===== config.mk =====
export PLATFORM = sky130hd
export DESIGN_NAME = stream_maxpool
export DESIGN_NICKNAME = d
export VERILOG_FILES = /design/src/rtl/stream_maxpool.sv
export SDC_FILE = /design/constraint.sdc
export NUM_CORES = 1
export LEC_CHECK = 0
export CORE_ASPECT_RATIO = 0.75
export CORE_UTILIZATION = 47
export CTS_CLUSTER_DIAMETER = 120
export DETAILED_ROUTE_END_ITERATION = 12
export PLACE_DENSITY = 0.8
export SYNTH_ARGS = -nofsm -noshare
export SYNTH_HDL_FRONTEND = slang
export SYNTH_SLANG_ARGS = --single-unit

===== constraint.sdc =====
create_clock -name clk -period 1.95 [get_ports clk]
set_input_delay 0.195 -clock clk [delete_from_list [all_inputs] [get_ports clk]]
set_output_delay 0.195 -clock clk [all_outputs]
set_load 0.01 [all_outputs]

===== src/rtl/stream_maxpool.sv =====
// Streaming 1-D signed max-pool: non-overlapping windows of POOL samples within
// vectors of LENY samples, one registered result per window on a valid/ready output.
module stream_maxpool #(
   parameter int unsigned WIDTH   = 8,
   parameter int unsigned POOL    = 2,
   parameter int unsigned LOGPOOL = 1,
   parameter int unsigned LENY    = 5,
   parameter int unsigned LOGLENY = 3
) (
   input  logic             clk,
   input  logic             reset,
   input  logic [WIDTH-1:0] s_data_in_y,
   input  logic             s_valid_y,
   output logic             s_ready_y,
   output logic [WIDTH-1:0] m_data_out_z,
   output logic             m_valid_z,
   input  logic             m_ready_z
);

   logic [LOGPOOL-1:0] r_cnt;
   logic [LOGLENY-1:0] r_fcnt;
   logic [WIDTH-1:0]   r_max;

   logic               w_accept;
   logic               w_closing;
   logic               w_last_vec;
   logic [WIDTH-1:0]   w_cand;

   assign w_last_vec = (r_fcnt == LOGLENY'(LENY - 1));
   assign w_closing  = (r_cnt == LOGPOOL'(POOL - 1)) | w_last_vec;
   // Only a window-closing sample needs the output slot, so only it can stall.
   assign s_ready_y  = !(w_closing & m_valid_z & !m_ready_z);
   assign w_accept   = s_valid_y & s_ready_y;

   // First sample of a window starts a fresh maximum.
   always_comb begin
      w_cand = s_data_in_y;
      if ((r_cnt != '0) && ($signed(r_max) > $signed(s_data_in_y)))
         w_cand = r_max;
   end

   // Window/vector counters, running max and the EMPTY/FULL output register.
   always_ff @(posedge clk or posedge reset) begin
      if (reset) begin
         r_cnt        <= '0;
         r_fcnt       <= '0;
         r_max        <= '0;
         m_data_out_z <= '0;
         m_valid_z    <= 1'b0;
      end else begin
         if (m_valid_z && m_ready_z)
            m_valid_z <= 1'b0;
         if (w_accept) begin
            if (w_closing) begin
               m_data_out_z <= w_cand;
               m_valid_z    <= 1'b1;
               r_cnt        <= '0;
               r_fcnt       <= w_last_vec ? '0 : r_fcnt + LOGLENY'(1);
            end else begin
               r_max  <= w_cand;
               r_cnt  <= r_cnt + LOGPOOL'(1);
               r_fcnt <= r_fcnt + LOGLENY'(1);
            end
         end
      end
   end

endmodule


## Word level (Yosys, flattened, before mapping)

Index checks and enable logic that the tools add are counted.

- $add $sub $neg: 2
- $lt $le $gt $ge: 1
- Bitwise gates (word level): 5
- Div/mod/pow operators: 0
- Multiplexer cells: 7
- $mul: 0
- Equal/unequal tests: 1
- Shifts and indexed selects: 0
- Reduce and logical (&&, ||, !) cells: 6

Operators with widths:

| operator | count |
|---|---|
| $gt A8 B8 Y1 | 1 |
| $mux W8 | 1 |
| $mux W3 | 2 |
| $mux W1 | 4 |
| $reduce_and A2 Y1 | 2 |
| $add A3 B1 Y3 const B | 1 |
| $and A1 B1 Y1 | 3 |
| $eq A3 B3 Y1 const B | 1 |
| $logic_and A1 B1 Y1 | 2 |
| $logic_not A1 Y1 | 2 |
| $add A1 B1 Y1 const B | 1 |
| $not A1 Y1 | 1 |
| $or A1 B1 Y1 | 1 |

- Memory bits (writable): 0
- Bits in latches: 0
- Output and inout bits: 10
- Logic and storage cells: 27
- Input bits: 12
- Bits in registers: 21
- Memory bits (read-only): 0
- Memories kept: 0

## Logic depth before layout (Yosys ltp)

Gate-level depths: netlist (run 1).

- Depth after elaboration: 7
- Depth in mapped cells: 9

## Worst setup path after synthesis (run 1)

OpenSTA, ideal clock, no wires.

- Path kind: reg-to-reg
- From: reg r_max[5]
- To: reg m_data_out_z[0]
- Cell stages (with the launch flop): 9
- Slack: 0.022 ns
- Path buffers: 2
- Clock period less this slack: 1.928 ns
- Arrival: 1.806 ns
- Cells stage by stage: dfrtp_1 ha_1 a21o_1 a2111oi_4 and3_1 buf_6 buf_12 o31a_2 a21oi_2

- Cells in the longest elaborated chain, start to end: 3

RTL lines:

| item | line | source |
|---|---|---|
| from (decl) | 22 | `logic [WIDTH-1:0] r_max;` |
| from (signal assigned) | 60 | `r_max <= w_cand;` |
| $gt A8 B8 Y1 | 38 | `if ((r_cnt != '0) && ($signed(r_max) > $signed(s_data_in_y)))` |
| $logic_and A1 B1 Y1 | 38 |  |
| $mux W8 | 38 |  |
| to (signal assigned) | 55 | `m_data_out_z <= w_cand;` |
| to (decl) | 15 | `output logic [WIDTH-1:0] m_data_out_z,` |

No other way between the ends.
A chain may end at the register's enable or synchronous reset.

## Worst setup path after layout (run 1)

- From: reg r_max[5]
- To: reg m_data_out_z[6]

Same word-level chain as after synthesis.

==> results.py, run 1 <==
metrics = {
    "detailed_routing": {
        "vias": 1070,
        "post_drt_wl_per_cell_um": 13.57,
        "viasPerCell": 5.350,
        "antenna_left": 0,
        "drc": 0,
        "first_pass_iters": 5,
        "wl_mm": 2.714,
        "drt_iter0_drc": 38,
    },
    "place": {
        "routabilityCongestion": 0.7978,
        "dp.cells": 192,
        "dp_hpwl_mm": 1.957,
        "place.port_buffers": 21,
    },
    "clock_network": {
        "clk_pin_slew_worst_paths_ns": 0.13,
        "cts_root_buffer": "clkbuf_4",
        "ctsLongestPathBuffers": 2,
        "clock-sinks": 21,
        "tritoncts": "built",
        "cts_buffers": 3,
        "htree_levels": 1,
        "clk_latency_ns": 0.31,
        "hold_buffers": 0,
    },
    "hold_path": {
        "hold_class": "in2async",
    },
    "power_and_ir_drop": {
        "leakage_nw": 0.8019,
        "p_int_w": 0.001602,
        "ir_drop_uv": 706.1,
        "switching_share": 0.4002,
        "clkPwrFrac": 0.081,
        "seq_power_share": 0.301,
        "pwr-share-comb": 0.618,
        "switchingPower_w": 0.001069,
        "p_per_area_nw_per_um2": 1553,
    },
    "timing": {
        "layout_min_cycle_time_ns": 1.936,
        "final.setup_skew_ns": 0.01694,
        "tightest_slew_ns": 0.5487,
        "maxSlewViolCount": 0,
        "finalSetupViolations": 0,
        "fin_crit_sh": 0.9929,
        "grt_setup_unrepaired": "true",
        "timing.hold.ws_ns": 0.1853,
        "hold_violations": 0,
        "clock.fmax_mhz": 516.5,
        "slew_headroom": 0.6342,
    },
    "grt": {
        "overflow": 0,
        "antenna_found_initial": 0,
        "grt_pass1_wl_mm": 4.188,
        "grt_pass1_vias": 1021,
        "grt_max_degree": 22,
        "grtUsageTotal": 0.2049,
    },
    "finish": {
        "layout.cells.non_filler": 200,
        "multiInputGateArea_sq_um": 680.7,
        "diodes": 0,
        "synthToLayoutAreaGrowth_pct": 36.54,
        "fill_cells": 183,
        "drive_above_1_share": 0.2771,
        "regArea_sq_um": 525.5,
        "nets": 189,
    },
    "setup_path": {
        "arrival_ns": 2.16,
        "cp-start-kind": "flip-flop",
        "worstPathRequired_ns": 2.17,
        "worst-setup-path-type": "reg2reg",
        "path_max_fanout": 8,
        "cp-end-kind": "flip-flop",
    },
    "logic_synthesis": {
        "ys_ff_latch": 21,
        "netlist_area_sq_um": 1260,
        "seq_area_frac_synth": 0.4171,
        "syn_area_per_cell_sq_um": 9.545,
        "syn-num-nets": 154,
        "ys_warn_count": 0,
        "syn_inst": 132,
        "ys_types": 27,
    },
    "floorplan": {
        "start_util": 0.5204,
        "die_area_sq_um": 2894,
        "std_cell_rows": 15,
        "die_w_um": 61.79,
        "die_h_um": 46.84,
        "coreArea_sq_um": 2421,
        "num_io_pins": 22,
    },
    "run": {
        "drv_cap": 0,
    },
    "status": {
        "outcome": "finished clean",
    },
}
==> cells in the final DEF (no fill, tap or decap), drive strengths merged <==
cell | netlist | layout
a2111oi | 1 | 1
a211oi | 1 | 1
a21o | 4 | 4
a21oi | 10 | 10
and3 | 2 | 2
buf | 3 | 14
clkbuf | 3 | 5
clkdlybuf4s50 | 0 | 19
dfrtp | 21 | 21
dlygate4sd2 | 0 | 1
dlymetal6s2s | 0 | 1
ha | 10 | 10
inv | 21 | 21
mux2 | 2 | 2
nand2 | 11 | 11
nand2b | 2 | 2
nand3 | 1 | 1
nand4 | 2 | 2
nor2 | 9 | 9
nor2b | 1 | 1
o211ai | 1 | 1
o21ai | 18 | 18
o221ai | 1 | 1
o31a | 8 | 8
==> state kept, by name, indices dropped and copies added (netlist names) <==
| signal | cells |
|---|---|
| m_data_out_z | 8 |
| m_valid_z | 1 |
| r_cnt | 1 |
| r_fcnt | 3 |
| r_max | 8 |
==> cell families after synthesis <==
group	synth area share
buffers and inverters	0.1003
and+or+nand+nor	0.09830
DFF	0.4171
muxes	0.01787
AOI/OAI and AO/OA	0.2671
adders and majority gates	0.09930
==> path summary, 6_finish.rpt <==
path,to,startpoint,slack (ns),cells after the start
max in group asynchronous,m_data_out_z[0],reset,1.53,3
setup reg to reg,m_data_out_z[6],r_max[5],0.01,7
min in group clk,r_max[5],s_data_in_y[5],0.21,3
hold reg to reg,m_data_out_z[2],m_data_out_z[2],0.53,2
setup / recovery,m_data_out_z[6],r_max[5],0.01,7
hold / removal,r_max[5],reset,0.19,3
==> layout make-up <==
| class | count | area share |
|---|---|---|
| Multi-Input combinational cell | 84 | 0.3956 |
| Sequential cell | 21 | 0.3055 |
| Timing Repair Buffer | 36 | 0.2131 |
| Inverter | 21 | 0.04582 |
| Tap cell | 34 | 0.02473 |
| Clock buffer | 4 | 0.01527 |
==> per-stage QoR <==
| stage | TNS [ns] | area [sq um] | util | worst slack [ns] | total power, W |
|---|---|---|---|---|---|
| after CTS | 0 | 1623 | 0.6703 | 0.03402 | 0.002491 |
| final | 0 | 1720 | 0.7106 | 0.01383 | 0.002671 |
| after detailed placement | -3.252 | 1573 | 0.6496 | -0.4165 | 0.002231 |
| after global routing | -0.1254 | 1720 | 0.7106 | -0.02702 | 0.002886 |
| after global placement | -2.671 | 1573 | 0.6496 | -0.3379 | 0.002155 |
| after floorplan | 0 | 1260 | - | 0.02164 | 0.001715 |
==> synthesized netlist by cell type (all sizes together) <==
cell | n | area, sq um
nand4 | 2 | 12.51
a211oi | 1 | 7.510
nor2b | 1 | 6.260
nand2 | 11 | 41.29
o21ai | 18 | 93.84
inv | 21 | 78.83
a21oi | 10 | 80.08
buf | 3 | 36.28
nand2b | 2 | 12.51
ha | 10 | 125.1
o31a | 8 | 80.08
a21o | 4 | 31.28
o221ai | 1 | 8.760
o211ai | 1 | 7.510
and3 | 2 | 12.51
clkbuf | 3 | 11.26
nand3 | 1 | 5.000
mux2 | 2 | 22.52
a2111oi | 1 | 27.53
dfrtp | 21 | 525.5
nor2 | 9 | 33.78
==> timing repair <==
| item | 4_1_cts | 5_1_grt |
|---|---|---|
| cloned | 0 | 1 |
| buffers inserted | 1 | 2 |
| setup endpoints to repair | 9 | 8 |
| gates resized for setup | 3 | 10 |
| pin swaps | 2 | 5 |
| hold endpoints to repair | 0 | 0 |
==> critical path: stages (launching register included) <==
cell,delay [ns]
dfrtp_1,0.43
ha_4,0.23
a21o_1,0.18
a2111oi_4,0.38
and3_4,0.28
clkbuf_16,0.15
o31a_2,0.14
a21oi_2,0.05
==> power groups by stage <==
stage	combinational, W	sequential (W)	clock [W]
final	0.00165	0.000805	0.000217
after global routing	0.00182	0.000826	0.000241
after CTS	0.00147	0.000796	0.000222
after detailed placement	0.00142	0.000808	0
after global placement	0.00136	0.000792	0
after floorplan	0.000893	0.000823	0
==> routing by layer <==
metal	vias to the layer above	GRT usage	share of wire
li1	518	-	-
met1	511	0.2173	0.39
met2	37	0.3828	0.52
met3	4	0.06612	0.077
met4	0	0.08000	0.011
met5	-	0	0
No activity file was read; power rests on OpenSTA's default activity.
==> run 2: changes to the inputs <==
==> constraint.sdc (replaced) <==
create_clock -name clk -period 1.75 [get_ports clk]
set_input_delay 0.175 -clock clk [delete_from_list [all_inputs] [get_ports clk]]
set_output_delay 0.175 -clock clk [all_outputs]
set_load 0.005 [all_outputs]
==> run 2 against run 1 <==
Compared with the run above:
- die area unchanged
- sequential share of layout area increased by 0.87 points
- final area decreased by 2.8%
- sequential cell count unchanged
- global-route usage increased by 1.1 points
- clock skew decreased by 0.016 ns
- sequential power increased by 7.7%
- non-clock buffer count increased by 3
- power increased by 6.6%
- worst hold slack improved by 0.00093 ns
- the run now ends with negative setup slack left
- largest cell class unchanged
- critical endpoint is now m_data_out_z[3]
==> results.py, run 2 (synthesis results as in run 1) <==
metrics = {
    "clock_network": {
        "ctsLongestPathBuffers": 2,
        "htree_levels": 1,
        "clk_pin_slew_worst_paths_ns": 0.11,
        "clock-sinks": 21,
        "tritoncts": "built",
        "cts_root_buffer": "clkbuf_4",
        "clk_latency_ns": 0.30,
        "hold_buffers": 0,
        "cts_buffers": 3,
    },
    "detailed_routing": {
        "wl_mm": 2.639,
        "drc": 0,
        "drt_iter0_drc": 56,
        "vias": 1069,
        "first_pass_iters": 4,
        "viasPerCell": 5.266,
        "post_drt_wl_per_cell_um": 13.00,
        "antenna_left": 0,
    },
    "grt": {
        "grt_max_degree": 22,
        "grt_pass1_wl_mm": 4.422,
        "grtUsageTotal": 0.2162,
        "grt_pass1_vias": 1026,
        "overflow": 0,
        "antenna_found_initial": 0,
    },
    "place": {
        "place.port_buffers": 21,
        "dp.cells": 196,
        "routabilityCongestion": 0.7648,
        "place_area_sq_um": 1618,
        "dp_hpwl_mm": 2.041,
    },
    "floorplan": {
        "die_w_um": 61.79,
        "num_io_pins": 22,
        "die_h_um": 46.84,
        "start_util": 0.5204,
        "std_cell_rows": 15,
        "coreArea_sq_um": 2421,
        "die_area_sq_um": 2894,
    },
    "finish": {
        "synthToLayoutAreaGrowth_pct": 32.77,
        "nets": 192,
        "top_regs": "m_data_out_z (8), r_max (8), r_fcnt (3)",
        "drive_above_1_share": 0.2604,
        "diodes": 0,
        "final_cell_mix": "21 x inv_1, 21 x dfrtp_1, 20 x clkdlybuf4s50_1, 16 x buf_4, 11 x nand2_1",
        "layout.cells.non_filler": 203,
        "fin_area_sq_um": 1673,
    },
    "power_and_ir_drop": {
        "leakage_nw": 0.7919,
        "p_per_area_nw_per_um2": 1702,
        "ir_drop_uv": 834.2,
    },
    "timing": {
        "tightest_slew_ns": 0.6058,
        "layout_min_cycle_time_ns": 1.897,
        "clock.fmax_mhz": 527.3,
        "fin_ws_ns": -0.1465,
        "hold_violations": 0,
        "finalSetupViolations": 8,
        "slew_headroom": 0.5961,
        "fin_crit_sh": 1.084,
        "final.setup_skew_ns": 0.001419,
        "grt_setup_unrepaired": "true",
        "maxSlewViolCount": 0,
    },
    "run": {
        "drv_cap": 0,
    },
    "setup_path": {
        "path_cells": "clkdlybuf4s50_1 -> inv_1 -> ha_1 -> a21o_1 -> a2111oi_4 -> and3_4 -> buf_12 -> o31a_2 -> a21oi_2",
        "cp-start-kind": "input pin",
        "arrival_ns": 2.09,
        "crit_cells": 9,
        "cp-end-kind": "flip-flop",
        "max_stage_delay_ns": 0.49,
        "critical_path_buf_inv_count": 3,
        "worst-setup-path-type": "in2reg",
        "path_max_fanout": 16,
        "cp_top_family": "compound AO/OA/AOI/OAI gates",
        "reg2regPathDepth": 7,
        "slowest_stage": "clkdlybuf4s50_1",
        "worstPathRequired_ns": 1.95,
    },
    "hold_path": {
        "hold_class": "in2async",
    },
    "status": {
        "outcome": "complete, but fails checks",
        "violations": "negative setup slack",
    },
}
[run 2: final cells by class]
type                    instances  area [sq um]
inverters                      21         78.83
flip-flops and latches         21         525.5
repair buffers                 39         369.1
multi-input cells              84         630.6
fillers                       193         748.2
well taps                      34         42.54
clock buffers                   4         26.28
[run 2: timing repair]
item,4_1_cts,5_1_grt
endpoints found under the setup margin,9,9
setup buffers,2,1
pin swaps,0,1
resized for setup,2,1
hold endpoints to repair,0,0
[run 2: final timing paths]
path | start | to | slack [ns]
worst max register to register | r_max[5] | m_data_out_z[3] | -0.14
worst min register to register | r_max[0] | r_max[0] | 0.52
min in group clk | s_data_in_y[4] | m_data_out_z[4] | 0.50
worst min-delay path | reset | r_max[0] | 0.19
max in group asynchronous | reset | m_data_out_z[5] | 1.35
worst max-delay path | s_data_in_y[5] | m_data_out_z[3] | -0.15
[run 2: per-stage QoR]
step / power, W / hold WS, ns / utilization / setup TNS, ns / worst slack, ns
finish: 0.002848 / 0.1862 / 0.6910 / -1.099 / -0.1465
global placement: 0.002458 / 0.4908 / 0.6682 / -3.313 / -0.4183
floorplan: 0.001908 / 0.1515 / - / -0.5944 / -0.1087
global route: 0.003114 / 0.2013 / 0.6910 / -1.886 / -0.2457
CTS: 0.002840 / 0.1807 / 0.6868 / -1.242 / -0.1682
detailed placement: 0.002562 / 0.4956 / 0.6682 / -3.814 / -0.4847
[run 2: tightest hold or removal path: stages]
cell and delay, ns:
clkdlybuf4s50_1 0.39, inv_1 0.05, buf_4 0.27
[run 2: routing by layer]
metal / share of wire / GRT usage / routed length (um)
met2: 0.51 / 0.3957 / 1353
met3: 0.032 / 0.06336 / 84
met1: 0.45 / 0.2517 / 1187
met5: 0 / 0 / 0
met4: 0.0049 / 0.05333 / 13
[run 2: power breakdown]
part | total [W] | internal, W | switching, W | leakage, nW
clock | 0.000231 | 0.0000888 | 0.000142 | 0.0150
sequential | 0.000867 | 0.000722 | 0.000145 | 0.248
combinational | 0.00175 | 0.000941 | 0.000810 | 0.529
==> variant 1 (settings of run 1) <==
The parameter `LOGLENY` goes from 3 to 2.
--- a/src/rtl/stream_maxpool.sv
+++ b/src/rtl/stream_maxpool.sv
@@ -5,7 +5,7 @@
    parameter int unsigned POOL    = 2,
    parameter int unsigned LOGPOOL = 1,
    parameter int unsigned LENY    = 5,
-   parameter int unsigned LOGLENY = 3
+   parameter int unsigned LOGLENY = 2
 ) (
    input  logic             clk,
    input  logic             reset,
Formal check against the unedited RTL: not equivalent (Yosys sat finds a counterexample within 4 cycles, from zero or initial values and one cycle with reset high).
==> variant 1 against run 1 <==
  * The run now ends with negative setup slack left
  * Synthesized area fell by 6.0%
  * Via count rose by 2.6%
  * Count of clock-buffer cells in the layout fell by 1
  * Final area fell by 2.3%
  * Setup slack got worse by 51 ps
  * Sequential cell count fell by 1
  * Critical endpoint is now m_data_out_z[0]
  * Routed wire length rose by 21%
  * First-iteration DRC count rose by 82%
Power is not compared: it rests on default switching activity, and its combinational part moved more than twofold at a synthesized area within 25%.
==> variant 1: results (changes against run 1) <==
- The flow ran to the end, but the final reports show violations.
- The checks that failed: negative setup slack.
- The clock-cell share of area is 0.0313 (+0.0160).
- The pin count of the biggest net entering global routing is 21 (-4.5%).
- The worst-margin pin slew is 486 ps (-62.5 ps).
- The detailed-router iteration count before antenna repair is 4 (-1).
- The post-route worst setup slack is -37.3 ps (-51.1 ps).
- The clock skew after layout is 4.15 ps (-12.8 ps).
- The number of cells in the design after placement is 183 (-4.7%).
- The routing usage on met3 came to 0.0739 (+0.00775).
- The total core area is 2350 um^2 (-3.1%).
- The post-route worst hold slack is 192 ps (+6.94 ps).
- The share of cells above drive strength 1 is 0.285 (+0.00770).
- The setup slack at placement is -429 ps (-12.1 ps).
- The number of non-clock inverters in the layout came to 20 (-4.8%).
- The post-detailed-placement cell area is 1490 um^2 (-5.3%).
- The via count of the first global-routing pass came to 924 (-9.5%).
- The multi-input gate share of total cell area is 0.388 (-0.00724).
- The post-synthesis sequential area ratio was 0.422 (+0.00531).
- The arithmetic-cell share of the synthesized area counting full adders, half adders and majority gates is 0.106 (+0.00629).
- The wire length of the first global-routing pass was 4.30 mm (+2.6%).
- The area overhead of the layout relative to synthesis is 41.9%.
- The total nets after synthesis came to 144 (-6.5%).
- The number of failing setup endpoints in the final timing report is 5 (+5).
- The global-route track usage on met2 is 0.313 (-0.0695).
- The layout multi-input combinational cell count came to 78 (-7.1%).
- The compound-cell area share of the yosys netlist is 0.261 (-0.00631).
- The global-route usage over all layers is 0.223 (+0.0182).
- The number of filler instances in the final layout came to 162 (-11%).
- Sorting the synthesized cells by how often they occur yields sky130_fd_sc_hd__dfrtp_1 (20), sky130_fd_sc_hd__inv_1 (20), sky130_fd_sc_hd__o21ai_0 (13).
- The number of clock sinks came to 20 (-4.8%).
- The number of clock buffer instances in the layout came to 3 (-1).
- The post-layout instance count excluding filler cells is 192 (-4.0%).
- The count of routing violations after the opening detailed-route iteration is 69 (+82%).
- The footprint of the flip-flops and latches is 500 um^2 (-4.8%).
## variant 1: cell count changes after synthesis, moves of 2 or more
cell	change
sky130_fd_sc_hd__a21oi_2	-8
sky130_fd_sc_hd__a21oi_1	+6
sky130_fd_sc_hd__o21ai_1	-5
sky130_fd_sc_hd__o21ai_0	+3
sky130_fd_sc_hd__clkbuf_1	-2
sky130_fd_sc_hd__nor2_1	-2
## variant 1: per-layer routing
metal	vias up	part of all wire
li1	496	-
met1	521	0.42
met2	70	0.47
met3	11	0.082
met4	0	0.022
met5	-	0
## variant 1: path summary, 6_finish.rpt
kind,cells past startpoint,end
max in group asynchronous,3,r_max[6]
worst max register to register,7,m_data_out_z[0]
worst min-delay path,3,r_max[1]
worst min register to register,1,r_fcnt[0]
min in group clk,4,r_max[5]
worst max-delay path,7,m_data_out_z[0]
## variant 1: timing repair
item	in CTS	in global routing
hold buffers	0	0
buffers inserted	0	3
pin swaps	3	8
gates cloned	0	2
setup endpoints to repair	8	9
resized for setup	1	17
==> variant 2 (settings of run 1) <==
Without the edit above. Make the reset (`reset`) synchronous in one clocked block.
--- a/src/rtl/stream_maxpool.sv
+++ b/src/rtl/stream_maxpool.sv
@@ -40,7 +40,7 @@
    end
 
    // Window/vector counters, running max and the EMPTY/FULL output register.
-   always_ff @(posedge clk or posedge reset) begin
+   always_ff @(posedge clk) begin
       if (reset) begin
          r_cnt        <= '0;
          r_fcnt       <= '0;
Check against the original RTL: differs if reset is asserted again (counterexample within 4 cycles, from zero or initial values and one cycle with reset high); with reset held inactive, the same outputs for 10 cycles.
==> variant 2 against run 1 <==
  * Final area decreased by 4.1%
  * Synthesized area is 3.8% lower
  * Clock skew down 7.8 ps
  * Sequential cell count is the same
  * First-iteration DRC count rose by 140%
  * Setup slack gained 7.9 ps
  * Routed wire length up 14%
  * Count of clock-buffer cells in the layout down 1
  * Non-clock buffer count increased by 3
  * Via count rose by 8.9%
  * Cell count increased by 5.0%
  * Critical endpoint is now m_data_out_z[6]
Power is not compared: it rests on default switching activity, and its combinational part moved more than twofold at a synthesized area within 25%.
==> variant 2: results (changes against run 1) <==
- The routed length per placed instance is 14.7 um (+8.2%).
- The proportion of synthesized flip-flops having asynchronous set or reset is 0 (-1.00).
- The largest fanout on the critical path is 4 (-4).
- The HPWL reported at the end of detailed placement was 2.19 mm (+12%).
- The post-CTS setup buffer count is 0 (-1).
- The global-route met1 utilization is 0.349 (+0.132).
- The number of vias in the routed layout is 1165 (+8.9%).
- The endpoint arrival time on the critical path was 2130 ps (-30 ps).
- The total nets after synthesis is 163 (+5.8%).
- The launch point of the worst reg-to-reg path is r_max[6].
- The detailed-router iteration count before antenna repair is 4 (-1).
- The global-route track usage on met2 was 0.352 (-0.0311).
- The count of routing violations after the opening detailed-route iteration was 90 (+140%).
- The final net count was 199 (+5.3%).
- By count the netlist is led by sky130_fd_sc_hd__dfxtp_1 (21), sky130_fd_sc_hd__a21oi_1 (15), sky130_fd_sc_hd__inv_1 (13), sky130_fd_sc_hd__nand2_1 (13).
- The routing usage on met3 was 0.0540 (-0.0121).
- The type of the tightest min-delay check is reg -> reg.
- The worst reg-to-reg setup slack is 40 ps (+30 ps).
- The number of cells in the design after placement came to 206 (+7.3%).
- The share of cells above drive strength 1 is 0.250 (-0.0271).
- The post-synthesis sequential area ratio came to 0.347 (-0.0703).
- The post-route worst hold slack is 496 ps (+311 ps).
- The worst-margin pin slew was 344 ps (-205 ps).
- The run finished with clean final reports.
- The cell count after synthesis was 141 (+6.8%).
- The global-route usage over all layers came to 0.241 (+0.0361).
## variant 2: layer usage
metal	share of wire	vias up
li1	-	568
met1	0.48	538
met2	0.43	54
met3	0.077	5
met4	0.012	0
met5	0	-
## variant 2: where the power goes
part | internal, mW | leakage [nW] | switching [mW]
Combinational | 0.134 | 0.502 | 0.138
Clock | 0.0769 | 0.0177 | 0.147
Sequential | 0.456 | 0.173 | 0.0246
## variant 2: how the worst max path moves through the flow
stage,start,cells past startpoint,end
6_report,s_data_in_y[6],9,m_data_out_z[6]
5_1_grt,s_data_in_y[6],9,m_data_out_z[6]
4_1_cts,s_data_in_y[6],9,m_data_out_z[5]
3_5_place_dp,s_data_in_y[5],9,m_data_out_z[6]
3_3_place_gp,s_data_in_y[5],9,m_data_out_z[7]
2_1_floorplan,r_max[5],8,m_data_out_z[0]
## variant 2: layout make-up
class,instances,share of cell area
clock buffer,3,0.0136
multi-input combinational,99,0.459
tap,34,0.0258
timing repair buffer,39,0.213
sequential,21,0.256
inverter,13,0.0296
clock inverter,1,0.00303
## variant 2: what timing repair did
item,4_1_cts,5_1_grt
endpoints found under the setup margin,9,7
pin swaps,4,1
gates resized for setup,8,7
gates cloned,0,0
## variant 2: logic make-up (layout without fill, tap and decap cells)
logic type	Yosys count	after routing	share of synthesized area
adders and majority gates	10	10	0.103
buffers and inverters	21	56	0.0908
and+or+nand+nor	48	48	0.193
AOI/OAI and AO/OA	41	41	0.266
DFF	21	21	0.347
## variant 2: metrics by stage
stage | area [um^2] | util
finish | 1650 | 0.698
global route | 1650 | 0.698
CTS | 1610 | 0.681
detailed placement | 1540 | 0.651
global placement | 1540 | 0.651
floorplan | 1210 | -
